<file path="config.mk">
export PLATFORM = sky130hd
export DESIGN_NAME = axi_txn_sequencer
export DESIGN_NICKNAME = d
export VERILOG_FILES = /design/src/rtl/axi_seq_pkg.sv /design/src/rtl/seq_timer.sv /design/src/rtl/axi_txn_sequencer.sv
export SDC_FILE = /design/constraint.sdc
export NUM_CORES = 1
export LEC_CHECK = 0
export ABC_AREA = 1
export CAP_MARGIN = 20
export CORE_ASPECT_RATIO = 2
export CORE_MARGIN = 3
export CORE_UTILIZATION = 30
export CTS_BUF_LIST = sky130_fd_sc_hd__clkbuf_2
export CTS_CLUSTER_DIAMETER = 40
export DETAILED_ROUTE_END_ITERATION = 16
export GPL_TIMING_DRIVEN = 1
export HOLD_SLACK_MARGIN = 0.06
export SETUP_SLACK_MARGIN = 0.3
export SLEW_MARGIN = 30
export SYNTH_ARGS = -nofsm -noshare
export SYNTH_HDL_FRONTEND = slang
export SYNTH_HIERARCHICAL = 1
export SYNTH_SLANG_ARGS = --single-unit
</file>
<file path="constraint.sdc">
create_clock -name clk -period 7.25 [get_ports clk]
set_clock_uncertainty 0.05 [all_clocks]
set_input_delay 1.45 -clock clk [delete_from_list [all_inputs] [get_ports clk]]
set_output_delay 1.45 -clock clk [all_outputs]
set_load 0.01 [all_outputs]
</file>
<file path="src/rtl/axi_seq_pkg.sv">
// rtl/axi_seq_pkg.sv - shared state encoding and default timing constants for the sequencer
package axi_seq_pkg;

   typedef enum logic [2:0] {
      ST_IDLE,
      ST_LAUNCH,
      ST_WAIT,
      ST_GAP,
      ST_FINISH
   } seq_state_e;

   localparam int DEF_RUNS_W         = 16;
   localparam int DEF_GAP_CYCLES     = 16;
   localparam int DEF_TIMEOUT_CYCLES = 4096;

   // The shared timer only ever holds GAP_CYCLES-1 or TIMEOUT_CYCLES-1.
   function automatic int timer_width(input int gap_cycles, input int timeout_cycles);
      int m;
      m = (gap_cycles > timeout_cycles) ? gap_cycles : timeout_cycles;
      return (m < 2) ? 1 : $clog2(m);
   endfunction

endpackage

</file>
<file path="src/rtl/seq_timer.sv">
// rtl/seq_timer.sv - loadable down-counter with zero flag, shared by gap and timeout timing
module seq_timer #(
   parameter int W = 12
) (
   input  logic         clk,
   input  logic         rstn,
   input  logic         load_i,
   input  logic [W-1:0] load_val_i,
   input  logic         dec_i,
   output logic         zero_o
);

   logic [W-1:0] cnt_q;
   logic [W-1:0] cnt_d;

   // Holds at zero once reached so a lingering decrement cannot wrap.
   always_comb begin
      cnt_d = cnt_q;
      if (load_i) begin
         cnt_d = load_val_i;
      end else if (dec_i && (cnt_q != '0)) begin
         cnt_d = cnt_q - W'(1);
      end
   end

   always_ff @(posedge clk or negedge rstn) begin
      if (!rstn) begin
         cnt_q <= '0;
      end else begin
         cnt_q <= cnt_d;
      end
   end

   assign zero_o = (cnt_q == '0);

endmodule

</file>
<file path="src/rtl/axi_txn_sequencer.sv">
// rtl/axi_txn_sequencer.sv - launches AXI master test runs, waits for completion, gaps, tallies results
module axi_txn_sequencer
   import axi_seq_pkg::*;
#(
   parameter int RUNS_W         = DEF_RUNS_W,
   parameter int GAP_CYCLES     = DEF_GAP_CYCLES,
   parameter int TIMEOUT_CYCLES = DEF_TIMEOUT_CYCLES
) (
   input  logic              clk,
   input  logic              rstn,
   input  logic              start,
   input  logic [RUNS_W-1:0] num_runs,
   input  logic              abort,
   input  logic              txn_done,
   input  logic              txn_error,
   output logic              init_txn,
   output logic              busy,
   output logic              done,
   output logic [RUNS_W-1:0] run_cnt,
   output logic [RUNS_W-1:0] err_cnt,
   output logic              timeout
);

   localparam int TMR_W = timer_width(GAP_CYCLES, TIMEOUT_CYCLES);
   localparam logic [TMR_W-1:0] TMO_LOAD = TMR_W'(TIMEOUT_CYCLES - 1);
   localparam logic [TMR_W-1:0] GAP_LOAD = TMR_W'((GAP_CYCLES == 0) ? 0 : GAP_CYCLES - 1);

   seq_state_e        state_q, state_d;
   logic [RUNS_W-1:0] num_runs_q, num_runs_d;
   logic [RUNS_W-1:0] run_cnt_q, run_cnt_d;
   logic [RUNS_W-1:0] err_cnt_q, err_cnt_d;
   logic              timeout_q, timeout_d;
   logic              err_flag_q, err_flag_d;
   logic [RUNS_W-1:0] run_inc;

   logic              tmr_load;
   logic [TMR_W-1:0]  tmr_val;
   logic              tmr_dec;
   logic              tmr_zero;

   function automatic logic [RUNS_W-1:0] sat_inc(input logic [RUNS_W-1:0] v);
      return (&v) ? v : v + RUNS_W'(1);
   endfunction

   seq_timer #(
      .W (TMR_W)
   ) u_timer (
      .clk        (clk),
      .rstn       (rstn),
      .load_i     (tmr_load),
      .load_val_i (tmr_val),
      .dec_i      (tmr_dec),
      .zero_o     (tmr_zero)
   );

   always_comb begin
      state_d    = state_q;
      num_runs_d = num_runs_q;
      run_cnt_d  = run_cnt_q;
      err_cnt_d  = err_cnt_q;
      timeout_d  = timeout_q;
      err_flag_d = err_flag_q;
      tmr_load   = 1'b0;
      tmr_val    = TMO_LOAD;
      tmr_dec    = 1'b0;
      run_inc    = sat_inc(run_cnt_q);

      case (state_q)
         ST_IDLE: begin
            if (start) begin
               num_runs_d = num_runs;
               run_cnt_d  = '0;
               err_cnt_d  = '0;
               timeout_d  = 1'b0;
               state_d    = ST_LAUNCH;
            end
         end
         ST_LAUNCH: begin
            err_flag_d = 1'b0;
            tmr_load   = 1'b1;
            tmr_val    = TMO_LOAD;
            state_d    = abort ? ST_FINISH : ST_WAIT;
         end
         ST_WAIT: begin
            tmr_dec = 1'b1;
            if (txn_error) begin
               err_flag_d = 1'b1;
            end
            // Abort discards the in-flight run, even if it completes this very cycle.
            if (abort) begin
               state_d = ST_FINISH;
            end else if (txn_done) begin
               run_cnt_d = run_inc;
               if (err_flag_q || txn_error) begin
                  err_cnt_d = sat_inc(err_cnt_q);
               end
               if ((num_runs_q != '0) && (run_inc == num_runs_q)) begin
                  state_d = ST_FINISH;
               end else if (GAP_CYCLES == 0) begin
                  state_d = ST_LAUNCH;
               end else begin
                  tmr_load = 1'b1;
                  tmr_val  = GAP_LOAD;
                  state_d  = ST_GAP;
               end
            end else if (tmr_zero) begin
               timeout_d = 1'b1;
               err_cnt_d = sat_inc(err_cnt_q);
               state_d   = ST_FINISH;
            end
         end
         ST_GAP: begin
            tmr_dec = 1'b1;
            if (abort) begin
               state_d = ST_FINISH;
            end else if (tmr_zero) begin
               state_d = ST_LAUNCH;
            end
         end
         ST_FINISH: begin
            state_d = ST_IDLE;
         end
         default: begin
            state_d = ST_IDLE;
         end
      endcase
   end

   always_ff @(posedge clk or negedge rstn) begin
      if (!rstn) begin
         state_q    <= ST_IDLE;
         num_runs_q <= '0;
         run_cnt_q  <= '0;
         err_cnt_q  <= '0;
         timeout_q  <= 1'b0;
         err_flag_q <= 1'b0;
      end else begin
         state_q    <= state_d;
         num_runs_q <= num_runs_d;
         run_cnt_q  <= run_cnt_d;
         err_cnt_q  <= err_cnt_d;
         timeout_q  <= timeout_d;
         err_flag_q <= err_flag_d;
      end
   end

   assign init_txn = (state_q == ST_LAUNCH);
   assign busy     = (state_q != ST_IDLE);
   assign done     = (state_q == ST_FINISH);
   assign run_cnt  = run_cnt_q;
   assign err_cnt  = err_cnt_q;
   assign timeout  = timeout_q;

endmodule

</file>
Word level (Yosys, flattened, before mapping)
Cells that the tools add are included.

$add $sub $neg: 3. Equality and inequality tests: 15. Mux-type cells: 38. Reductions and logical operators: 20.

Operators by type and width (count): $mux W16 (9); $mux W12 (6); $pmux W16 S2 (2); $add A16 B1 Y16 const B (2); $reduce_and A16 Y1 (2); $mux W3 (8); $eq A16 B16 Y1 (1); $reduce_bool A16 Y1 (1); $logic_not A12 Y1 (1); $ne A2 B2 Y1 const B (6); $pmux W3 S4 (1); $reduce_bool A12 Y1 (1); $sub A12 B1 Y12 const B (1); $reduce_and A5 Y1 (2); $mux W1 (9); $ne A3 B3 Y1 const B (3); $eq A3 B2 Y1 const B (2); $pmux W1 S2 (3); $reduce_bool A2 Y1 (3); $ne A4 B4 Y1 const B (1); $reduce_and A2 Y1 (2); $reduce_and A4 Y1 (1); $eq A3 B1 Y1 const B (1); $eq A3 B3 Y1 const B (1); 6 further kinds (7).

Register bits after elaboration: 65. Input bits: 22. Logic and storage cells: 83.

Logic depth before layout (Yosys ltp)
Word-level depth: 9. Mapped depth: 20. Gate-level depth less buffers: 20.

By module
The synthesis kept the hierarchy.

By module, submodules not included: axi_txn_sequencer (instances 1, cells an instance 454, area an instance 3260.6 µm², sequential area each 1326.3 µm²); seq_timer (instances 1, cells an instance 130, area an instance 904.6 µm², sequential area each 300.3 µm²).

Least setup slack after synthesis
No wires, ideal clock.

Path kind: register -> register. Start: register run_cnt_q[0] (netlist: run_cnt[0]). End: register u_timer.cnt_q[9]. Data arrival time: 2656 ps. Path slack: 4427 ps. Cell stages (with the launch flop): 19. Buffers on the path: 2. Cells stage by stage: dfrtp_1 -> ha_1 -> inv_1 -> nor2_4 -> nand2_4 -> nor2_8 -> inv_4 -> buf_6 -> nand3_1 -> nand4_1 -> nor2_1 -> nand3_2 -> nand3_2 -> nand2_1 -> clkinv_1 -> clkbuf_1 -> nand3_1 -> nand2_1 -> nand2_1.

Word-level cells in the longest chain between the ends: 9. Elaborated cells between the ends (all ways): 15. Those cells by class: 1 x add/sub; 1 x eq/ne; 10 x mux; 3 x reduce/logical.

RTL lines: start, declared (line axi_txn_sequencer.sv:30) `logic [RUNS_W-1:0] run_cnt_q, run_cnt_d;`; start signal, assigned (line axi_txn_sequencer.sv:140) `run_cnt_q <= run_cnt_d;`; $add A16 B1 Y16 or $reduce_and A16 Y1 (tied branches) (line axi_txn_sequencer.sv:42) `return (&v) ? v : v + RUNS_W'(1);`; $mux W16 (*) (line axi_txn_sequencer.sv:42); $eq A16 B16 Y1 (*) (line axi_txn_sequencer.sv:97) `if ((num_runs_q != '0) && (run_inc == num_runs_q)) begin`; $logic_and A1 B1 Y1 (*) (line axi_txn_sequencer.sv:97); $mux W1 (*) (line axi_txn_sequencer.sv:97); $mux W1 (*) (line axi_txn_sequencer.sv:92) `end else if (txn_done) begin`; $mux W1 (*) (line axi_txn_sequencer.sv:90) `if (abort) begin`; $pmux W1 S2 (*) (line axi_txn_sequencer.sv:68) `case (state_q)`; net tmr_load (line axi_txn_sequencer.sv:36) `logic tmr_load;`; $mux W12 or $reduce_bool A2 Y1 (tied branches); end signal, assigned (line seq_timer.sv:30) `cnt_q <= cnt_d;`; end, declared (line seq_timer.sv:13) `logic [W-1:0] cnt_q;`.

The timed path passes the listed nets; every way through them passes the cells marked *. A chain may end at the register's enable or synchronous reset.

Worst setup path in the final report
Start: register run_cnt_q[0] (netlist: run_cnt[0]). End: register u_timer.cnt_q[10].

Word-level cells in the longest chain between the ends: 9. Elaborated cells between the ends (all ways): 15. Those cells by class: 1 x add/sub; 1 x eq/ne; 10 x mux; 3 x reduce/logical.

RTL lines: $add A16 B1 Y16 or $reduce_and A16 Y1 (tied branches) (line axi_txn_sequencer.sv:42); $mux W16 (*) (line axi_txn_sequencer.sv:42); $eq A16 B16 Y1 (*) (line axi_txn_sequencer.sv:97); $logic_and A1 B1 Y1 (*) (line axi_txn_sequencer.sv:97); $mux W12 (*) (line axi_txn_sequencer.sv:97); $mux W12 (*) (line axi_txn_sequencer.sv:92); $mux W12 (*) (line axi_txn_sequencer.sv:90); $mux W12 (*) (line axi_txn_sequencer.sv:68); net tmr_val[10] (line axi_txn_sequencer.sv:37) `logic [TMR_W-1:0] tmr_val;`; $mux W12 (*) (line seq_timer.sv:19) `if (load_i) begin`.

Marks and branches as above.

==> qor.yml <==
clock_tree:
  clock-sinks: 65
  clock_path_buffers: 2
  cts_made_buffers: 9
  clk_pin_slew_worst_paths_ns: 0.20
  cts_tree: "done"
  htree_levels: 3
  clk_latency_ns: 0.53
  root_buffer: "clkbuf_2"
  cts_setup_buffers: 0
  cts_hold_buf: 0
  ctsResizeCount: 0
die:
  core_area_sq_um: 13500
  die_x_um: 89.3
  placementRows: 60
  start_util_pct: 30.8
  fp.dieArea_sq_um: 15400
  die_h_um: 173
  pin_count: 58
global_routing:
  grt_pass1_vias: 4264
  antenna_found_initial: 1
  grt_max_degree: 66
  grt_use_total_pct: 16.8
  grt_pass1_wl_um: 20100
  grt_remaining_overflow: 0
worst_setup_path:
  start_kind: "flip-flop"
  cp.arrival_ns: 4.39
  worst-path-max-fanout: 19
  end_kind: "flip-flop"
  critPathKind: "flip-flop to flip-flop"
  required_ns: 7.62
run:
  max_cap_viol_count: 0
sta:
  fin_crit_sh_pct: 55.5
  rsz0062_at_grt: "false"
  fin_ws_ns: 3.22
  min_period_ns: 4.03
  slew_viol_final: 0
  clock.fmax_ghz: 0.248
  fin_tns_setup_ns: 0
  setup_violations: 0
  worst_slew_pin_slew_ns: 0.749
  finalHoldViolations: 0
  maxSlewHeadroom_pct: 50.1
drt:
  wl_per_cell_um: 15.1
  drc: 0
  vias: 4123
  drt-vias-per-instance: 5.12
  ant_nets: 0
  dr.pass1.iters: 4
  first_iter_violations: 174
  wirelength_um: 12200
logic_synthesis:
  synth_cell_type_count: 37
  synthArstFlopShare_pct: 100
  netlist.top_cell.by_area: "dfrtp_1"
  synth_common_cells: "154 x nand2_1, 71 x nand3_1, 69 x inv_1"
  synthMostInstantiatedCell: "nand2_1"
  synth_seq_cells: 65
  ys.warnings.count: 6
  netlist_area_sq_um: 4170
  yosys-top-cells-area: "dfrtp_1 39%, nand2_1 14%, nand3_1 8.5%, inv_1 6.2%, nor2_1 5.1%"
  ys.flop_type: "dfrtp_1"
  synth_edf_count: 0
  synth.top_cell.area_share_pct: 39.1
  synthCells: 584
  syn_avg_cell_area_sq_um: 7.13
  yosysSeqAreaShare_pct: 39.1
pwr:
  peakVddDrop_v: 0.000172
  power_density_nw_per_um2: 304
  power.leakage_uw: 0.00230
min_path:
  min_path_type: "flip-flop to flip-flop"
placement:
  numPortBuffers: 57
  post-dp-hpwl_um: 9290
  place_congestion: 0.933
  place_ws_ns: 3.14
status:
  status: "finished, final reports clean"
cells_and_area:
  nNetsFinal: 672
  layout-drive-gt1-share_pct: 10.2
  syn2layout_area_growth_pct: 20.5
## path summary, 6_finish.rpt
check | startpoint | to | slack (ns) | cells after the start
max reg2reg | run_cnt[0] | u_timer/cnt_q[10] | 3.22 | 19
min | timeout | timeout | 0.48 | 2
max in group asynchronous | rstn | err_cnt[15] | 5.73 | 2
min in group asynchronous | rstn | u_timer/cnt_q[7] | 0.93 | 2
min reg2reg | timeout | timeout | 0.48 | 2
max | run_cnt[0] | u_timer/cnt_q[10] | 3.22 | 19
## cell usage in the layout, fill, tap and decap left out, types with 8 or more instances in the layout
cell type        netlist  final
a21oi_1               14     14
clkbuf_2               0     11
clkdlybuf4s50_1        0     56
dfrtp_1               65     65
inv_1                 69     69
nand2_1              154    154
nand2_2                8      8
nand3_1               71     71
nand4_1               13     13
nor2_1                57     57
nor2_4                 9      9
o21ai_0               42     42
o22ai_1                9      9
## power breakdown
part | total, uW | internal, uW | switching, uW
clock network | 249 | 114 | 135
logic | 724 | 253 | 471
registers | 553 | 461 | 91.5
## registers in the layout (all words and copies together) (netlist names)
| register | flops |
|---|---|
| timeout | 1 |
| run_cnt | 16 |
| num_runs_q | 16 |
| err_cnt | 16 |
| err_flag_q | 1 |
| state_q | 3 |
| u_timer/cnt_q | 12 |
## critical path: stages, from the launching register on
cell and delay (ns):
dfrtp_1 0.56, ha_1 0.33, inv_1 0.12, nor2_4 0.19
nand2_4 0.13, nor2_8 0.18, inv_4 0.11, nand2_1 0.09
inv_1 0.05, nand2_1 0.05, nand2_1 0.05, nand3_1 0.08
nor2_1 0.07, nand3_2 0.11, nand3_2 0.20, nand2_1 0.38
clkinv_1 0.54, or2_2 0.47, nand3_2 0.07, nand2_1 0.05
## kinds of logic (layout without fill, tap and decap cells)
group / after synthesis / count (layout) / share of synthesized area, %
and+or+nand+nor: 338 / 338 / 38.5
buffers and inverters: 87 / 150 / 8.26
AOI/OAI and AO/OA: 78 / 78 / 10.6
DFF: 65 / 65 / 39.1
xor gates and xnor gates: 11 / 11 / 2.31
adders and majority gates: 4 / 4 / 1.20
other: 1 / 5 / 0.0900
## layer usage
metal,wire length (um),GRT usage [%],vias to the layer above
met5,0,0,-
met2,6710,30.1,124
met4,636,10.1,0
met1,4380,17.4,1942
met3,472,2.72,36
li1,-,-,2021
## area by class of cell
class                           count  area [sq um]
Clock buffer                       11          55.1
Antenna cell                        1          2.50
Timing Repair Buffer               58           577
Fill cell                        1454          8490
Tap cell                          155           194
Sequential cell                    65          1630
Inverter                           77           292
Clock inverter                      4          68.8
Multi-Input combinational cell    435          2210
## through the flow
stage / hold WS [ns] / power, uW / area (sq um) / utilization, % / std cells
floorplan: 0.440 / 1070 / 4180 / - / 587
global placement: 0.448 / 1270 / 4890 / 36.2 / 790
detailed placement: 0.450 / 1280 / 4890 / 36.2 / 790
CTS: 0.487 / 1540 / 5010 / 37.1 / 805
global route: 0.523 / 1660 / 5020 / 37.2 / 806
finish: 0.482 / 1530 / 5020 / 37.2 / 806
(Power assumes the default switching activity.)
